**src/rtl/serial_pkg.sv**
```systemverilog
// Shared line-level constants and FSM state encoding for the serial receiver/transmitter pair.
package serial_pkg;

  localparam logic MARK      = 1'b1;
  localparam logic START_BIT = 1'b0;
  localparam logic STOP_BIT  = 1'b1;

  localparam int unsigned FRAME_BITS = 10;
  localparam int unsigned DATA_BITS  = 8;
  localparam int unsigned BITCNT_W   = $clog2(DATA_BITS);

  typedef enum logic [2:0] {
    ST_IDLE  = 3'd0,
    ST_START = 3'd1,
    ST_DATA  = 3'd2,
    ST_STOP  = 3'd3,
    ST_HS1   = 3'd4,
    ST_HS2   = 3'd5
  } serial_state_e;

endpackage

```
**src/rtl/serial_bit_timer.sv**
```systemverilog
// Loadable down-counter; expired_c_o is high while the count sits at zero.
module serial_bit_timer #(
  parameter int unsigned CW = 8
) (
  input  logic          clock_i,
  input  logic          reset_n_i,
  input  logic          load_i,
  input  logic [CW-1:0] load_val_i,
  output logic          expired_c_o
);

  logic [CW-1:0] count_q, count_d;

  // Load wins over decrement so expiry and reload can share a cycle.
  always_comb begin
    count_d = count_q;
    if (load_i) begin
      count_d = load_val_i;
    end else if (count_q != '0) begin
      count_d = count_q - CW'(1);
    end
  end

  always_ff @(posedge clock_i) begin
    if (!reset_n_i) begin
      count_q <= '0;
    end else begin
      count_q <= count_d;
    end
  end

  assign expired_c_o = (count_q == '0);

endmodule

```
**src/rtl/serial_receiver.sv**
```systemverilog
// Async-frame serial receiver (start, 8 data LSB first, stop) with dav_n/rfd handshake.
// Define SERIAL_RX_FRAMING_ERR_EN to deliver bad-stop frames flagged on framing_err_o.
module serial_receiver
  import serial_pkg::*;
#(
  parameter int unsigned CLK_PER_BIT = 1,
  parameter int unsigned CW          = 8
) (
  input  logic                 clock_i,
  input  logic                 reset_n_i,
  input  logic                 rxd_i,
  input  logic                 rfd_i,
  output logic                 dav_n_o,
  output logic [DATA_BITS-1:0] byte_o
`ifdef SERIAL_RX_FRAMING_ERR_EN
  ,
  output logic                 framing_err_o
`endif
);

  localparam int unsigned HALF      = CLK_PER_BIT / 2;
  localparam int unsigned HALF_LOAD = (HALF > 0) ? HALF - 1 : 0;
  localparam int unsigned BIT_LOAD  = CLK_PER_BIT - 1;

  serial_state_e          state_q, state_d;
  logic                   rxd_q;
  logic [BITCNT_W-1:0]    bitcnt_q, bitcnt_d;
  logic [DATA_BITS-1:0]   shift_q, shift_d;
  logic [DATA_BITS-1:0]   byte_q, byte_d;
  logic                   dav_n_q, dav_n_d;
  logic                   tmr_load;
  logic [CW-1:0]          tmr_val;
  logic                   tmr_expired;
`ifdef SERIAL_RX_FRAMING_ERR_EN
  logic                   ferr_q, ferr_d;
`endif

  serial_bit_timer #(.CW(CW)) u_timer (
    .clock_i     (clock_i),
    .reset_n_i   (reset_n_i),
    .load_i      (tmr_load),
    .load_val_i  (tmr_val),
    .expired_c_o (tmr_expired)
  );

  always_comb begin
    state_d  = state_q;
    bitcnt_d = bitcnt_q;
    shift_d  = shift_q;
    byte_d   = byte_q;
    dav_n_d  = dav_n_q;
    tmr_load = 1'b0;
    tmr_val  = '0;
`ifdef SERIAL_RX_FRAMING_ERR_EN
    ferr_d   = ferr_q;
`endif
    case (state_q)
      ST_IDLE: begin
        dav_n_d = 1'b1;
        // Falling edge only: a line parked at space never retriggers.
        if (rxd_q == MARK && rxd_i == START_BIT) begin
          tmr_load = 1'b1;
          bitcnt_d = '0;
          if (HALF == 0) begin
            state_d = ST_DATA;
            tmr_val = CW'(BIT_LOAD);
          end else begin
            state_d = ST_START;
            tmr_val = CW'(HALF_LOAD);
          end
        end
      end
      ST_START: begin
        if (tmr_expired) begin
          if (rxd_i == START_BIT) begin
            state_d  = ST_DATA;
            tmr_load = 1'b1;
            tmr_val  = CW'(BIT_LOAD);
            bitcnt_d = '0;
          end else begin
            state_d = ST_IDLE;
          end
        end
      end
      ST_DATA: begin
        if (tmr_expired) begin
          shift_d  = {rxd_i, shift_q[DATA_BITS-1:1]};
          bitcnt_d = bitcnt_q + BITCNT_W'(1);
          tmr_load = 1'b1;
          tmr_val  = CW'(BIT_LOAD);
          if (bitcnt_q == BITCNT_W'(DATA_BITS - 1)) begin
            state_d = ST_STOP;
          end
        end
      end
      ST_STOP: begin
        if (tmr_expired) begin
          if (rxd_i == STOP_BIT) begin
            byte_d  = shift_q;
            dav_n_d = 1'b0;
            state_d = ST_HS1;
`ifdef SERIAL_RX_FRAMING_ERR_EN
            ferr_d  = 1'b0;
`endif
          end else begin
`ifdef SERIAL_RX_FRAMING_ERR_EN
            byte_d  = shift_q;
            dav_n_d = 1'b0;
            ferr_d  = 1'b1;
            state_d = ST_HS1;
`else
            state_d = ST_IDLE;
`endif
          end
        end
      end
      ST_HS1: begin
        if (!rfd_i) begin
          dav_n_d = 1'b1;
          state_d = ST_HS2;
        end
      end
      ST_HS2: begin
        if (rfd_i) begin
          state_d = ST_IDLE;
`ifdef SERIAL_RX_FRAMING_ERR_EN
          ferr_d  = 1'b0;
`endif
        end
      end
      default: begin
        state_d = ST_IDLE;
        dav_n_d = 1'b1;
      end
    endcase
  end

  always_ff @(posedge clock_i) begin
    if (!reset_n_i) begin
      state_q  <= ST_IDLE;
      rxd_q    <= MARK;
      bitcnt_q <= '0;
      shift_q  <= '0;
      byte_q   <= '0;
      dav_n_q  <= 1'b1;
`ifdef SERIAL_RX_FRAMING_ERR_EN
      ferr_q   <= 1'b0;
`endif
    end else begin
      state_q  <= state_d;
      rxd_q    <= rxd_i;
      bitcnt_q <= bitcnt_d;
      shift_q  <= shift_d;
      byte_q   <= byte_d;
      dav_n_q  <= dav_n_d;
`ifdef SERIAL_RX_FRAMING_ERR_EN
      ferr_q   <= ferr_d;
`endif
    end
  end

  assign dav_n_o = dav_n_q;
  assign byte_o  = byte_q;
`ifdef SERIAL_RX_FRAMING_ERR_EN
  assign framing_err_o = ferr_q;
`endif

endmodule

```
**config.mk**
```make
export PLATFORM = sky130hd
export DESIGN_NAME = serial_receiver
export DESIGN_NICKNAME = d
export VERILOG_FILES = /design/src/rtl/serial_pkg.sv /design/src/rtl/serial_bit_timer.sv /design/src/rtl/serial_receiver.sv
export SDC_FILE = /design/constraint.sdc
export NUM_CORES = 1
export LEC_CHECK = 0
export CORE_MARGIN = 3
export CORE_UTILIZATION = 50
export CTS_BUF_LIST = sky130_fd_sc_hd__clkbuf_2
export DETAILED_ROUTE_END_ITERATION = 8
export PLACE_DENSITY = 0.8
export SETUP_SLACK_MARGIN = 0.15
export SLEW_MARGIN = 10
export SYNTH_ARGS = -nofsm -noshare
export SYNTH_HDL_FRONTEND = slang
export SYNTH_HIERARCHICAL = 1
export SYNTH_SLANG_ARGS = --single-unit
```
**constraint.sdc**
```tcl
create_clock -name clock_i -period 3.1 [get_ports clock_i]
set_clock_uncertainty 0.15 [all_clocks]
set_input_delay 0.62 -clock clock_i [delete_from_list [all_inputs] [get_ports clock_i]]
set_output_delay 0.62 -clock clock_i [all_outputs]
set_load 0.01 [all_outputs]
```
-- Word-level counts from Yosys, hierarchy flattened
Index checks and enable logic that the tools add are counted.
- flip-flop bits (word level): 32
- bits in latches: 0
- bits in writable memories: 0
- ROM bits: 0
- input port bits: 4
- output and inout bits: 9
- logic and storage cells: 63
- memories kept: 0
- $add $sub $neg: 2
- multiply operators: 0
- div/mod/pow operators: 0
- order comparisons: 0
- equal/unequal tests: 15
- shifts and indexed selects: 0
- mux-type cells: 24
- bitwise gates (word level): 3
- reductions and logical operators: 12
- operators by type and width (kind ; number):
    3-bit two-way mux ; 12
    2-bit inequality test (second input constant) ; 9
    3-bit one-hot mux with 6 select lines ; 1
    3-bit == test (second input constant) ; 3
    3-bit one-hot mux with 3 select lines ; 1
    8-bit logical NOT ; 1
    8-bit nonzero test ; 1
    8-bit by 1-bit subtractor with 8-bit output (second input constant) ; 1
    1-bit two-way mux ; 7
    7-bit AND reduction ; 1
    3-bit by 2-bit == test with 1-bit output (second input constant) ; 2
    1-bit one-hot mux with 3 select lines ; 2
    5-bit AND reduction ; 1
    4-bit AND reduction ; 1
    3-bit by 1-bit adder with 3-bit output (second input constant) ; 1
    3-bit by 1-bit == test with 1-bit output (second input constant) ; 1
    3-bit logical NOT ; 1
    1-bit inverter ; 3
    3-bit AND reduction ; 1
    3-bit nonzero test ; 1
    3-bit OR reduction ; 1
    2-bit two-way mux ; 1
    2-bit AND reduction ; 1
    2-bit OR reduction ; 1
    1-bit logical AND ; 1

-- Depth between registers and ports, before layout
- depth after elaboration: 5
- gate-level depth with buffers: 11
- gate-level depth less buffers: 9

-- Modules after synthesis
Netlist, hierarchy kept.
- by module, submodules not included (module ; times used ; cells each ; area each (µm²) ; seq. area each (µm²)):
    serial_receiver ; 1 ; 116 ; 1122.3 ; 480.5
    serial_bit_timer ; 1 ; 51 ; 457.9 ; 160.2

-- Least setup slack after synthesis
OpenSTA, ideal clock, no wires.
- path type: reg-to-reg
- start: register u_timer.count_q[0]
- end: register u_timer.count_q[3]
- library setup time: 87 ps
- arrival time: 2133 ps
- required time: 2863 ps
- path slack: 730 ps
- stages on the path, launching flop included: 12
- buffers on the path: 2
- period minus slack after synthesis: 2370 ps
- path through: dfxtp_1 > inv_1 > ha_1 > and4bb_1 > buf_6 > and4bb_1 > buf_6 > a21oi_4 > inv_1 > inv_1 > nand2_1 > o31ai_1
- word-level cells in the longest chain between the ends: 4
- elaborated cells on any way between the ends: 7
- those cells by class: add/sub: 1; mux: 3; reduce/logical: 3
- ends and longest elaborated chain (item ; RTL line ; RTL):
    from (decl) ; serial_bit_timer.sv:12 ; logic [CW-1:0] count_q, count_d;
    from (signal assigned) ; serial_bit_timer.sv:28 ; count_q <= count_d;
    8-bit logical NOT (*) ; serial_bit_timer.sv:32 ; assign expired_c_o = (count_q == '0);
    named net tmr_expired ; serial_receiver.sv:33 ; logic tmr_expired;
    1-bit two-way mux (on tied branches) ; serial_receiver.sv:86, serial_receiver.sv:74 ;
    1-bit one-hot mux with 3 select lines (*) ; serial_receiver.sv:57 ; case (state_q)
    named net tmr_load ; serial_receiver.sv:31 ; logic tmr_load;
    2-bit OR reduction (no source line) (*) ; n/a ;
Mark *: on every way through the listed nets, which the timed path passes. The rest lies on a longest branch.
A chain may end at the register's enable or synchronous reset.

-- Final worst setup path
- start: register u_timer.count_q[0]
- end: register u_timer.count_q[4]
The elaborated chain is that of the path after synthesis.

==> impl_metrics.ini <==
[global_routing]
grt_antenna_before_repair = 0
grt_pass1_wl_um = 5360
grt_pass1_vias = 1225
track_usage_pct = 17.1
grt_max_degree = 39
grt-ovfl-total = 0

[drt]
totalWireLength_um = 3010
drt_first_iter_violations = 54
drc = 0
wire_per_inst_um = 13.2
num_vias = 1231
drt_first_pass_iters = 4
ant_nets = 0
drt-vias-per-instance = 5.40

[synth]
syn_inst = 167
yosysUniqueCellTypes = 39
yosysTopAreaCellShare_pct = 40.5
synth_edf_count = 0
synth_area_per_cell_um2 = 9.46
synth-seq-cells = 32
synth.area.top_cells = dfxtp_1 41%, mux2i_1 7.6%, nand3_1 5.4%, o21ai_0 3.8%, a21boi_0 3.8%
synth.largest_area_cell = dfxtp_1
yosysSeqAreaShare_pct = 40.5
synth_ff_type = dfxtp_1
synth_warnings = 6
async_reset_ff_share_pct = 0
netlist_area_mm2 = 0.00158

[floorplanning]
rows = 19
ios = 13
core_mm2 = 0.00288
fp.dieW_um = 62.2
dieArea_mm2 = 0.00387
die_h_um = 62.2
initial_core_util_pct = 54.9

[timing]
final-max-slew-violation-count = 0
setup_violations = 0
fin_ws_ps = 469
fin_crit_ps = 2630
fmax_mhz = 380
rsz0062_at_grt = no
fin_setup_tns_ps = 0
hold_ws_ps = 341
period_share_pct = 84.9
hold_viol_final = 0

[placed_design]
place_congestion = 0.815
dp_hpwl_um = 2120
place_ws_ps = 507
port-buffer-count = 12

[critical_path]
cp_max_fo = 9
cp-start-kind = flip-flop
crit_path_end_kind = flip-flop
worstPathRequired_ps = 3240
worst-setup-path-type = reg2reg
critPathArrivalTime_ps = 2770
rrSetupSlack_ps = 470

[clocking]
cts_setup_buffers = 0
clock-root-buffer = clkbuf_2
postCtsHoldBufs = 0
htree_num_levels = 2
clk_latency_ps = 380
cts_buffers = 5
post_cts_resize_count = 0
clkTransAtPathRegs_ps = 160
cts_buffer_depth = 2
cts_tree = yes
numClockSinks = 32

[finish]
fin_nets = 192
areaGrowthSynthToFinish_pct = 13.1
antenna_cells_inserted = 0
drive_gt1_share_pct = 9.14
layout_commonest_cell = dfxtp_1
layout_common_cells = 32 x dfxtp_1, 17 x nand3_1, 12 x o21ai_0, 12 x mux2i_1, 12 x clkdlybuf4s50_1

[worst_hold_path]
hold_class = reg2reg

[status]
outcome = finished, final reports clean

[power]
p_leak_nw = 0.647
peakVddDrop_uv = 329
powerDensity_mw_per_mm2 = 670

[run]
maxCapViolations = 0
path summary, 6_finish.rpt:
path,start,to,cells past startpoint
worst max-delay path,u_timer/count_q[0],u_timer/count_q[4],9
worst min-delay path,bitcnt_q[1],bitcnt_q[1],2
worst max register to register,u_timer/count_q[0],u_timer/count_q[4],9
worst min register to register,bitcnt_q[1],bitcnt_q[1],2
power by group:
| part | internal [mW] | leakage [nW] | switching [mW] |
|---|---|---|---|
| clock network | 0.139 | 0.0430 | 0.146 |
| logic | 0.175 | 0.344 | 0.223 |
| registers | 0.459 | 0.260 | 0.0555 |
| total | 0.773 | 0.647 | 0.424 |
per-stage QoR:
stage | util, % | std cells | cell area, um^2 | total power, mW
2_1_floorplan | - | 174 | 1610 | 0.858
3_3_place_gp | 59.9 | 220 | 1720 | 0.898
3_5_place_dp | 59.9 | 220 | 1720 | 0.919
4_1_cts | 62.1 | 228 | 1790 | 1.21
5_1_grt | 62.1 | 228 | 1790 | 1.28
6_report | 62.1 | 228 | 1790 | 1.20
cell usage after synthesis (7+ instances only):
cell,count
a21boi_0,8
mux2i_1,12
nor2b_1,9
nand3_1,17
inv_1,7
dfxtp_1,32
o21ai_0,12
nand2_1,9
cell families (layout without fill, tap and decap cells):
family                     count (synthesis)  count (layout)  synth area share, %
AOI/OAI and AO/OA                         37              37                 16.2
adders and majority gates                  3               3                 2.38
and+or+nand+nor                           58              58                 22.9
xor gates and xnor gates                   5               5                 2.77
muxes                                     13              13                 8.31
buffers and inverters                     18              30                 6.73
other                                      1               8                0.237
DFF                                       32              32                 40.5
registers in the layout, summed over array words and instances (netlist names):
| name | count |
|---|---|
| state_q | 3 |
| bitcnt_q | 3 |
| byte_o | 8 |
| shift_q | 8 |
| u_timer/count_q | 8 |
| rxd_q | 1 |
| dav_n_o | 1 |
critical path, cell delays in order, from the launching register on:
cell	delay, ps
dfxtp_1	400
inv_1	80
ha_1	270
and4bb_1	340
mux2_2	340
a21oi_4	200
inv_1	150
inv_1	230
nand2_1	150
o31ai_1	250
layout make-up:
cell class | instances | area, um^2
well taps | 42 | 52.6
inverters | 7 | 26.3
clock inverters | 2 | 35.0
fillers | 261 | 1090
flip-flops and latches | 32 | 641
multi-input cells | 124 | 860
clock buffers | 6 | 30.0
repair buffers | 15 | 143
metal layers:
metal  GRT usage (%)  wire [um]  share of wire (%)
met1            19.1       1350                 45
met2            29.8       1510                 50
met3            3.60         96                3.2
met4            9.94         51                1.7
met5               0          0                  0
(Power assumes the default switching activity.)
